--- config.mk ---
export PLATFORM = sky130hd
export DESIGN_NAME = bp_me_cce_to_cache_banked
export DESIGN_NICKNAME = d
export VERILOG_FILES = /design/src/rtl/bp_me_cce_to_cache_banked.sv
export SDC_FILE = /design/constraint.sdc
export NUM_CORES = 1
export LEC_CHECK = 0
export ABC_AREA = 0
export CAP_MARGIN = 10
export CORE_AREA = 2 2 265 267
export DETAILED_ROUTE_END_ITERATION = 10
export DIE_AREA = 0 0 267 269
export PLACE_DENSITY_LB_ADDON = 0.25
export SYNTH_ARGS = -nofsm -noshare
export SYNTH_HDL_FRONTEND = slang
export SYNTH_SLANG_ARGS = --single-unit
--- constraint.sdc ---
create_clock -name clk_i -period 4.02 [get_ports clk_i]
set_input_delay 0.804 -clock clk_i [delete_from_list [all_inputs] [get_ports clk_i]]
set_output_delay 0.804 -clock clk_i [all_outputs]
set_load 0.05 [all_outputs]
--- src/rtl/bp_me_cce_to_cache_banked.sv ---
// Converts streamed memory commands into bsg_cache packets for address-interleaved banks,
// and returns bank read data to the requester in command order.
`timescale 1ns/1ps
module bp_me_cce_to_cache_banked #(
  parameter int num_banks_p    = 2,
  parameter int paddr_width_p  = 40,
  parameter int data_width_p   = 64,
  parameter int block_width_p  = 512,
  parameter int sets_p         = 64,
  parameter int assoc_p        = 8,
  parameter int header_width_p = 64,
  parameter int order_els_p    = 4,
  parameter logic [paddr_width_p-1:0] dram_base_p = 'h8000_0000,
  parameter logic [19:0] tagfl_addr_p = 20'h0_2000,
  localparam int bank_w_lp     = $clog2(num_banks_p),
  localparam int caddr_w_lp    = paddr_width_p - bank_w_lp,
  localparam int pkt_width_lp  = 6 + caddr_w_lp + data_width_p + data_width_p/8
) (
  input  logic                                   clk_i,
  input  logic                                   reset_i,
  input  logic [header_width_p-1:0]              cmd_header_i,
  input  logic [paddr_width_p-1:0]               cmd_addr_i,
  input  logic [2:0]                             cmd_size_i,
  input  logic                                   cmd_wr_i,
  input  logic [data_width_p-1:0]                cmd_data_i,
  input  logic                                   cmd_v_i,
  output logic                                   cmd_ready_o,
  output logic [header_width_p-1:0]              resp_header_o,
  output logic [data_width_p-1:0]                resp_data_o,
  output logic                                   resp_v_o,
  output logic                                   resp_last_o,
  input  logic                                   resp_yumi_i,
  output logic                                   init_done_o,
  output logic [num_banks_p*pkt_width_lp-1:0]    cache_pkt_o,
  output logic [num_banks_p-1:0]                 cache_pkt_v_o,
  input  logic [num_banks_p-1:0]                 cache_pkt_ready_i,
  input  logic [num_banks_p*data_width_p-1:0]    cache_data_i,
  input  logic [num_banks_p-1:0]                 cache_v_i,
  output logic [num_banks_p-1:0]                 cache_yumi_o
);

  localparam int blk_bytes  = block_width_p / 8;
  localparam int off_w      = $clog2(blk_bytes);
  localparam int word_bytes = data_width_p / 8;
  localparam int lg_word    = $clog2(word_bytes);
  localparam int sel_w      = (bank_w_lp == 0) ? 1 : bank_w_lp;
  localparam int tags       = sets_p * assoc_p;
  localparam int tag_w      = $clog2(tags + 1);
  localparam int ptr_w      = (order_els_p > 1) ? $clog2(order_els_p) : 1;
  localparam int qcnt_w     = $clog2(order_els_p + 1);
  localparam int cnt_w      = 8;

  localparam logic [5:0] LB = 6'h00, LH = 6'h01, LW = 6'h02, LD = 6'h03, LM = 6'h07;
  localparam logic [5:0] SB = 6'h08, SH = 6'h09, SW = 6'h0A, SD = 6'h0B, SM = 6'h0F;
  localparam logic [5:0] TAGST = 6'h10, TAGFL = 6'h11;

  typedef enum logic [1:0] {S_RESET, S_CLEAR, S_READY, S_STREAM} state_e;

  function automatic logic [cnt_w-1:0] beats_of(input logic [2:0] size);
    if (int'(size) > lg_word) return cnt_w'(1) << (int'(size) - lg_word);
    return cnt_w'(1);
  endfunction

  function automatic logic [5:0] op_of(input logic [2:0] size, input logic wr, input logic fl);
    if (fl) return TAGFL;
    case (size)
      3'd0:    return wr ? SB : LB;
      3'd1:    return wr ? SH : LH;
      3'd2:    return wr ? SW : LW;
      3'd3:    return wr ? SD : LD;
      default: return wr ? SM : LM;
    endcase
  endfunction

  // Squeeze the bank-select bits out of the address; the block offset stays in place.
  function automatic logic [caddr_w_lp-1:0] strip_bank(input logic [paddr_width_p-1:0] a);
    logic [paddr_width_p-1:0] hi, lo;
    hi = (a >> (off_w + bank_w_lp)) << off_w;
    lo = a & paddr_width_p'(blk_bytes - 1);
    return caddr_w_lp'(hi | lo);
  endfunction

  function automatic logic [ptr_w-1:0] next_ptr(input logic [ptr_w-1:0] p);
    return (int'(p) == order_els_p - 1) ? '0 : p + 1'b1;
  endfunction

  state_e                  state;
  logic [tag_w-1:0]        clr_idx;
  logic [tag_w-1:0]        clr_cnt [num_banks_p];
  logic                    init_done;
  logic [sel_w-1:0]        str_bank;
  logic [5:0]              str_op;
  logic [caddr_w_lp-1:0]   str_base;
  logic [off_w-1:0]        str_off;
  logic [cnt_w-1:0]        str_k, str_beats;

  logic [header_width_p-1:0] q_hdr   [order_els_p];
  logic [sel_w-1:0]          q_bank  [order_els_p];
  logic [cnt_w-1:0]          q_beats [order_els_p];
  logic                      q_wr    [order_els_p];
  logic [ptr_w-1:0]          wr_ptr, rd_ptr;
  logic [qcnt_w-1:0]         q_cnt;
  logic [cnt_w-1:0]          resp_cnt;

  logic                    is_csr, tagfl, full, empty, push, pop, drain_done, clr_issue;
  logic [sel_w-1:0]        cmd_bank, head_bank;
  logic [cnt_w-1:0]        cmd_beats;
  logic [5:0]              cmd_op, pkt_op;
  logic [caddr_w_lp-1:0]   pkt_addr;
  logic [data_width_p-1:0] pkt_data;
  logic [word_bytes-1:0]   pkt_mask;
  logic [off_w-1:0]        wrap;
  logic                    resp_active;

  always_comb begin
    is_csr    = cmd_addr_i < dram_base_p;
    tagfl     = is_csr && (cmd_addr_i[19:0] == tagfl_addr_p);
    cmd_bank  = '0;
    if (bank_w_lp != 0)
      cmd_bank = tagfl ? cmd_data_i[0 +: sel_w] : cmd_addr_i[off_w +: sel_w];
    cmd_beats = beats_of(cmd_size_i);
    cmd_op    = op_of(cmd_size_i, cmd_wr_i, tagfl);
    full      = q_cnt == qcnt_w'(order_els_p);
    empty     = q_cnt == '0;
    wrap      = str_off + off_w'(int'(str_k) * word_bytes);

    drain_done = 1'b1;
    for (int b = 0; b < num_banks_p; b++)
      if (clr_cnt[b] != tag_w'(tags)) drain_done = 1'b0;

    pkt_op        = cmd_op;
    pkt_addr      = strip_bank(cmd_addr_i);
    pkt_data      = cmd_data_i;
    pkt_mask      = '1;
    cache_pkt_v_o = '0;
    cmd_ready_o   = 1'b0;
    clr_issue     = 1'b0;
    case (state)
      S_CLEAR: begin
        pkt_op    = TAGST;
        pkt_addr  = caddr_w_lp'(clr_idx) << off_w;
        pkt_data  = '0;
        clr_issue = (&cache_pkt_ready_i) && (clr_idx < tag_w'(tags));
        cache_pkt_v_o = {num_banks_p{clr_issue}};
      end
      S_READY: begin
        if (tagfl) pkt_addr = caddr_w_lp'(cmd_data_i >> bank_w_lp) << off_w;
        cmd_ready_o = cache_pkt_ready_i[cmd_bank] && !full;
        cache_pkt_v_o[cmd_bank] = cmd_v_i && cmd_ready_o;
      end
      S_STREAM: begin
        pkt_op      = str_op;
        pkt_addr    = str_base | caddr_w_lp'(wrap);
        cmd_ready_o = cache_pkt_ready_i[str_bank];
        cache_pkt_v_o[str_bank] = cmd_v_i && cmd_ready_o;
      end
      default: ;
    endcase

    head_bank     = q_bank[rd_ptr];
    resp_active   = (state == S_READY || state == S_STREAM) && !empty;
    resp_v_o      = resp_active && cache_v_i[head_bank];
    resp_header_o = q_hdr[rd_ptr];
    resp_data_o   = q_wr[rd_ptr] ? '0 : cache_data_i[int'(head_bank)*data_width_p +: data_width_p];
    resp_last_o   = resp_cnt == (q_beats[rd_ptr] - 1'b1);
    cache_yumi_o  = '0;
    if (state == S_CLEAR) cache_yumi_o = cache_v_i;
    else if (resp_v_o && resp_yumi_i) cache_yumi_o[head_bank] = 1'b1;

    push = (state == S_READY) && cmd_v_i && cmd_ready_o;
    pop  = resp_v_o && resp_yumi_i && resp_last_o;
  end

  assign cache_pkt_o = {num_banks_p{pkt_op, pkt_addr, pkt_data, pkt_mask}};
  assign init_done_o = init_done;

  always_ff @(posedge clk_i or negedge reset_i) begin
    if (!reset_i) begin
      state     <= S_RESET;
      init_done <= 1'b0;
      clr_idx   <= '0;
      for (int b = 0; b < num_banks_p; b++) clr_cnt[b] <= '0;
      str_bank  <= '0;
      str_op    <= '0;
      str_base  <= '0;
      str_off   <= '0;
      str_k     <= '0;
      str_beats <= '0;
      wr_ptr    <= '0;
      rd_ptr    <= '0;
      q_cnt     <= '0;
      resp_cnt  <= '0;
    end else begin
      case (state)
        S_RESET: state <= S_CLEAR;
        S_CLEAR: begin
          if (clr_issue) clr_idx <= clr_idx + 1'b1;
          for (int b = 0; b < num_banks_p; b++)
            if (cache_v_i[b] && clr_cnt[b] != tag_w'(tags)) clr_cnt[b] <= clr_cnt[b] + 1'b1;
          if (drain_done) begin
            state     <= S_READY;
            init_done <= 1'b1;
          end
        end
        S_READY: begin
          if (push && cmd_beats != cnt_w'(1)) begin
            state     <= S_STREAM;
            str_bank  <= cmd_bank;
            str_op    <= cmd_op;
            str_base  <= strip_bank(cmd_addr_i) & ~caddr_w_lp'(blk_bytes - 1);
            str_off   <= cmd_addr_i[off_w-1:0];
            str_k     <= cnt_w'(1);
            str_beats <= cmd_beats;
          end
        end
        S_STREAM: begin
          if (cmd_v_i && cmd_ready_o) begin
            str_k <= str_k + 1'b1;
            if (str_k == str_beats - 1'b1) state <= S_READY;
          end
        end
        default: state <= S_RESET;
      endcase

      if (push) wr_ptr <= next_ptr(wr_ptr);
      if (pop)  rd_ptr <= next_ptr(rd_ptr);
      if (push && !pop)      q_cnt <= q_cnt + 1'b1;
      else if (!push && pop) q_cnt <= q_cnt - 1'b1;
      if (resp_v_o && resp_yumi_i) resp_cnt <= resp_last_o ? '0 : resp_cnt + 1'b1;
    end
  end

  // Ordering payload is only meaningful behind the pointers, so it carries no reset.
  always_ff @(posedge clk_i) begin
    if (push) begin
      q_hdr[wr_ptr]   <= cmd_header_i;
      q_bank[wr_ptr]  <= cmd_bank;
      q_beats[wr_ptr] <= cmd_beats;
      q_wr[wr_ptr]    <= cmd_wr_i;
    end
  end

endmodule

After elaboration in Yosys (flattened, before gate mapping)

Memory sizes are Yosys's and may differ from the RTL's.
Cells that the tools add are included.

Register bits: 110
Memory bits (writable): 296
Input port bits: 308
Output and inout port bits: 370
Logic and storage cells: 156
Memories: 4

Memories:

| memory  | words | bits a word | rd ports | clocked after memory_dff | write ports | RTL line | text |
|---|---|---|---|---|---|---|---|
| q_hdr   | 4     | 64          | 1        | 0                        | 1           | 97       | `logic [header_width_p-1:0] q_hdr [order_els_p];` |
| q_beats | 4     | 8           | 1        | 0                        | 1           | 99       | `logic [cnt_w-1:0] q_beats [order_els_p];` |
| q_bank  | 4     | 1           | 1        | 0                        | 1           | 98       | `logic [sel_w-1:0] q_bank [order_els_p];` |
| q_wr    | 4     | 1           | 1        | 0                        | 1           | 100      | `logic q_wr [order_els_p];` |

Add/sub/neg operators: 13
$lt $le $gt $ge: 9
Equal/unequal tests: 19
Shift-type cells: 2
Mux-type cells: 52
Bitwise operators: 4
Reduce and logical (&&, ||, !) cells: 38

Operator list:

| operator                | count |
|---|---|
| $mux W64                | 2 |
| $shiftx A128 B8 Y64     | 1 |
| $pmux W39 S3            | 1 |
| $or A39 B6 Y39          | 2 |
| $lt A40 B32 Y1 const B  | 1 |
| $mux W8                 | 5 |
| $mux W39                | 1 |
| $shl A1 B32 Y8 const A  | 1 |
| $add A10 B1 Y10 const B | 3 |
| $eq A20 B14 Y1 const B  | 1 |
| $logic_and A1 B1 Y1     | 20 |
| $mux W4                 | 5 |
| $ne A10 B10 Y1 const B  | 2 |
| $mux W1                 | 17 |
| $add A8 B1 Y8 const B   | 2 |
| $eq A8 B8 Y1            | 2 |
| $mux W2                 | 8 |
| $pmux W4 S4             | 1 |
| $pmux W8 S2             | 1 |
| $sub A8 B1 Y8 const B   | 2 |
| $mux W6                 | 2 |
| $pmux W6 S2             | 1 |
| $reduce_and A2 Y1       | 6 |
| $lt A10 B10 Y1 const B  | 1 |
| other kinds (29)        | 49 |

Logic depth before layout (Yosys ltp)

Word-level depth: 12
Mapped depth: 16
Gate-level depth less buffers: 14

Worst setup path after synthesis

Ideal clock, no wire load.

Kind: input port to flip-flop
From: input cmd_addr_i[38]
To: memory q_bank[0] (netlist bit), enable pin
Library setup time: 440 ps
Arrival: 4,128 ps
Data required time: 3,580 ps
Setup slack: -549 ps
Stages on the path: 7
Buffers on the path: 1
Cell sequence: or4_1 > nor3_1 > a41o_1 > mux2i_1 > nor2b_1 > clkbuf_1 > and2_1

Longest elaborated chain between the ends: 10

Ends and longest elaborated chain:

| item                                        | RTL line | text |
|---|---|---|
| from (decl)                                 | 22       | `input logic [paddr_width_p-1:0] cmd_addr_i,` |
| $lt A40 B32 Y1                              | 116      | `is_csr = cmd_addr_i < dram_base_p;` |
| $logic_and A1 B1 Y1                         | 117      | `tagfl = is_csr && (cmd_addr_i[19:0] == tagfl_addr_p);` |
| $mux W1                                     | 120      | `cmd_bank = tagfl ? cmd_data_i[0 +: sel_w] : cmd_addr_i[off_w +: sel_w];` |
| via cmd_bank                                | 106      | `logic [sel_w-1:0] cmd_bank, head_bank;` |
| $mux W1 (not written as such) (2 in series) | 148      | `cmd_ready_o = cache_pkt_ready_i[cmd_bank] && !full;` |
| $logic_and A1 B1 Y1                         | 148      |  |
| $pmux W1 S2                                 | 138      | `case (state)` |
| $logic_and A1 B1 Y1                         | 170      | `push = (state == S_READY) && cmd_v_i && cmd_ready_o;` |
| via push                                    | 105      | `logic is_csr, tagfl, full, empty, push, pop, drain_done, clr_issue;` |
| $mux W1                                     | 235      | `if (push) begin` |
| $mux W1 (not written as such)               | 237      | `q_bank[wr_ptr] <= cmd_bank;` |
| to (decl)                                   | 98       |  |

The timed path passes the listed nets, and every way through them passes these cells. The select of a mux whose other input is x is not followed.

Worst setup path in the final report

From: input cmd_addr_i[15]
To: output cache_pkt_o[201]

Longest elaborated chain between the ends: 4
Elaborated cells between the ends (all ways): 5
Those cells by class: order compare (1); eq/ne (1); mux (2); reduce/logical (1)

Ends and longest elaborated chain:

| item                                                    | RTL line | text |
|---|---|---|
| $lt A40 B32 Y1 / $eq A20 B14 Y1 (equally long branches) | 116, 117 |  |
| $logic_and A1 B1 Y1 *                                   | 117      |  |
| $mux W39 *                                              | 147      | `if (tagfl) pkt_addr = caddr_w_lp'(cmd_data_i >> bank_w_lp) << off_w;` |
| $pmux W39 S3 *                                          | 138      |  |
| to (decl)                                               | 34       | `output logic [num_banks_p*pkt_width_lp-1:0] cache_pkt_o,` |

Mark *: on every way between the ends. The rest lies on a longest branch, timed or not.

==> metrics.yaml <==
run_status: "finished, final reports clean"
cts-root-buf: "clkbuf_16"
grt_usage: 0.186
yosys.area.top_type: "edfxtp_1"
avgSynthCellArea_um2: 13.0
vias: 14700
gr-total-overflow: 0
grt_pass1_wl_um: 98100
ys_top_cells_by_area: "edfxtp_1 45%, dfrtp_1 14%, mux4_2 8.2%"
synth_flop_cell: "edfxtp_1"
max_stage_delay_ns: 0.56
pwr-share-seq: 0.471
ir_worst_vdd_uv: 348
die_area_um2: 71800
utilization: 0.423
ant_nets: 0
synthToLayoutAreaGrowth_pct: 48.9
synth_top_area_frac: 0.452
h-tree-depth: 2
start_kind: "input pin"
p_switching_mw: 2.53
ys_seq_area_frac: 0.590
power_frac_clock: 0.395
preCtsSetupSlack_ns: -0.304
grt_start_max_net_pins: 72
cp-end-kind: "output pin"
hp-class: "input pin to asynchronous set/reset pin"
syn_inst: 1514
ys_seq_elements: 405
wl_um: 70300
io_buffers: 659
syn-cell-area_um2: 19700
hold_viol_final: 0
cts_num_sinks: 405
antenna_found_initial: 15
dp_cells: 3030
reg2reg_depth: 12
die_y_um: 269
fin_crit_sh: 0.986
whs_ns: 0.238
holdBufCountCts: 0
final_max_slew_viol_count: 0
setup_violations: 0
timing.rr.start: "rd_ptr[0]$_DFFE_PN0P_"
fin_crit_ns: 3.96
clock_latency_ns: 0.58
swShare: 0.254
rr_endpoint: "q_cnt[1]$_DFFE_PN0P_"
fmax_mhz: 252
core_area_um2: 69300
yosysMostFrequentCell: "edfxtp_1"
fin_ws_ns: 0.0571
die_x_um: 267
crit_arrival_ns: 3.16
nNetsFinal: 2493
synth_edf_count: 296
drtIter0Drc: 955
synth_commonest_cells: "296 x edfxtp_1, 245 x nand2_1, 131 x buf_4"
dpl_cell_area_um2: 27400
crit_fanout: 3
cp_cell_sequence: "clkdlybuf4s50_1 > nor4b_2 > and4_1 > buf_4 > nand3_4 > mux2_4 > mux4_2 > buf_8"
dp_hpwl_um: 52900
crit_required_ns: 3.22
gp_congestion: 0.902
initial_core_util: 0.284
r2r_slack_ns: 0.43
wl_per_cell_um: 22.4
grt_pass1_vias: 14700
n_fill_cell: 6390
async_flop_share: 0.269
maxCapViolations: 0
yosysWarnings: 0
fin_skew_ns: 0.0161
fin_area_um2: 29300
path_clk_slew_ns: 0.06
p_int_mw: 7.45
power.density_nw_per_um2: 341
viasPerCell: 4.69
slew_headroom: 0.364
clockBufferDepth: 3
drt_first_pass_iters: 5
fin_cells: 3145
crit_type: "input pin to output pin"
drive_above_1_share: 0.251
drc: 0
synth_cell_types: 70
worst_slew_pin_slew_ns: 0.954
cts_tree: "yes"
fp-row-count: 97
combPwrFrac: 0.135
p_leak_nw: 10.9
cts_inserted_buffers: 46
cpMaxStageDelayCell: "mux4_2"
io_pins: 678
-- worst max-delay path, delay by kind of cell --
family / cells / cell delay (ns)
mux: 2 / 0.87
simple gates: 3 / 0.62
buf+inv: 3 / 0.84
-- logic make-up (layout without fill, tap and decap cells) --
kind of cell | count (synthesis) | after routing | synth area share
and+or+nand+nor | 460 | 460 | 0.112
DFF | 405 | 405 | 0.590
buffers and inverters | 224 | 890 | 0.0690
AOI/OAI and AO/OA | 207 | 209 | 0.0659
muxes | 144 | 144 | 0.125
xor gates and xnor gates | 48 | 48 | 0.0218
adders and majority gates | 24 | 24 | 0.0160
other | 2 | 25 | 0.000382
-- how the worst max path moves through the flow --
stage / start / end / slack, ns
after floorplan: rd_ptr[0]$_DFFE_PN0P_ / cache_yumi_o[0] / -0.28
after global placement: cmd_addr_i[38] / cache_pkt_o[201] / -0.30
after detailed placement: cmd_addr_i[34] / cache_pkt_o[201] / -0.30
after CTS: cmd_addr_i[33] / cache_pkt_o[97] / 0.02
after global routing: cmd_addr_i[35] / cache_pkt_o[98] / -0.02
final: cmd_addr_i[15] / cache_pkt_o[201] / 0.06
-- routing by layer --
metal / up-vias / share of wire / GRT usage / wire, um
li1: 6697 / - / - / -
met3: 104 / 0.060 / 0.0402 / 4200
met2: 526 / 0.52 / 0.322 / 36200
met5: - / 0.00040 / 0 / 28
met4: 6 / 0.036 / 0.0780 / 2540
met1: 7413 / 0.39 / 0.225 / 27300
-- layout by cell type, fill, tap and decap left out, types with 46 or more instances in the layout --
master and n:
clkdlybuf4s50_1 478, edfxtp_1 296, nand2_1 245, buf_4 202
dfrtp_1 105, a21oi_1 76, mux4_2 74, and2_1 70
buf_12 60, mux2_2 54, clkbuf_16 46
-- repair_timing --
item / 4_1_cts / 5_1_grt
cloned: 3 / 0
setup buffers: 11 / 11
hold endpoints to repair: 0 / 0
endpoints found under the setup margin: 101 / 58
pin swaps: 11 / 7
gates resized for setup: 45 / 46
-- layout make-up --
class	count	area, um2	area share
clock inverter	31	246	0.00841
multi-input combinational	903	6970	0.238
clock buffer	54	1180	0.0403
timing repair buffer	784	8010	0.273
tap	940	1180	0.0401
inverter	21	82.6	0.00282
sequential	405	11600	0.397
antenna	7	17.5	0.000598
-- metrics by stage --
stage	total power, mW	setup TNS [ns]
after global routing	10.4	-0.0867
after CTS	10.1	0
after global placement	6.11	-13.51
after floorplan	5.36	-0.567
after detailed placement	6.12	-12.17
final	9.98	0
-- state kept, by name (all words and copies together) (netlist names), 3 cells and up --
name       count
resp_cnt       8
str_off        6
q_wr           4
clr_idx       10
str_op         5
q_bank         4
q_cnt          3
q_hdr        256
str_beats      8
str_k          8
str_base      33
q_beats       32
clr_cnt       20
-- power by group through the flow --
stage,Clock (mW),Combinational (mW),Sequential (mW)
final,3.94,1.34,4.70
after global routing,4.23,1.43,4.71
after CTS,4.08,1.35,4.69
after detailed placement,0,1.34,4.78
after global placement,0,1.33,4.78
after floorplan,0,0.603,4.75
(Power assumes the default switching activity.)
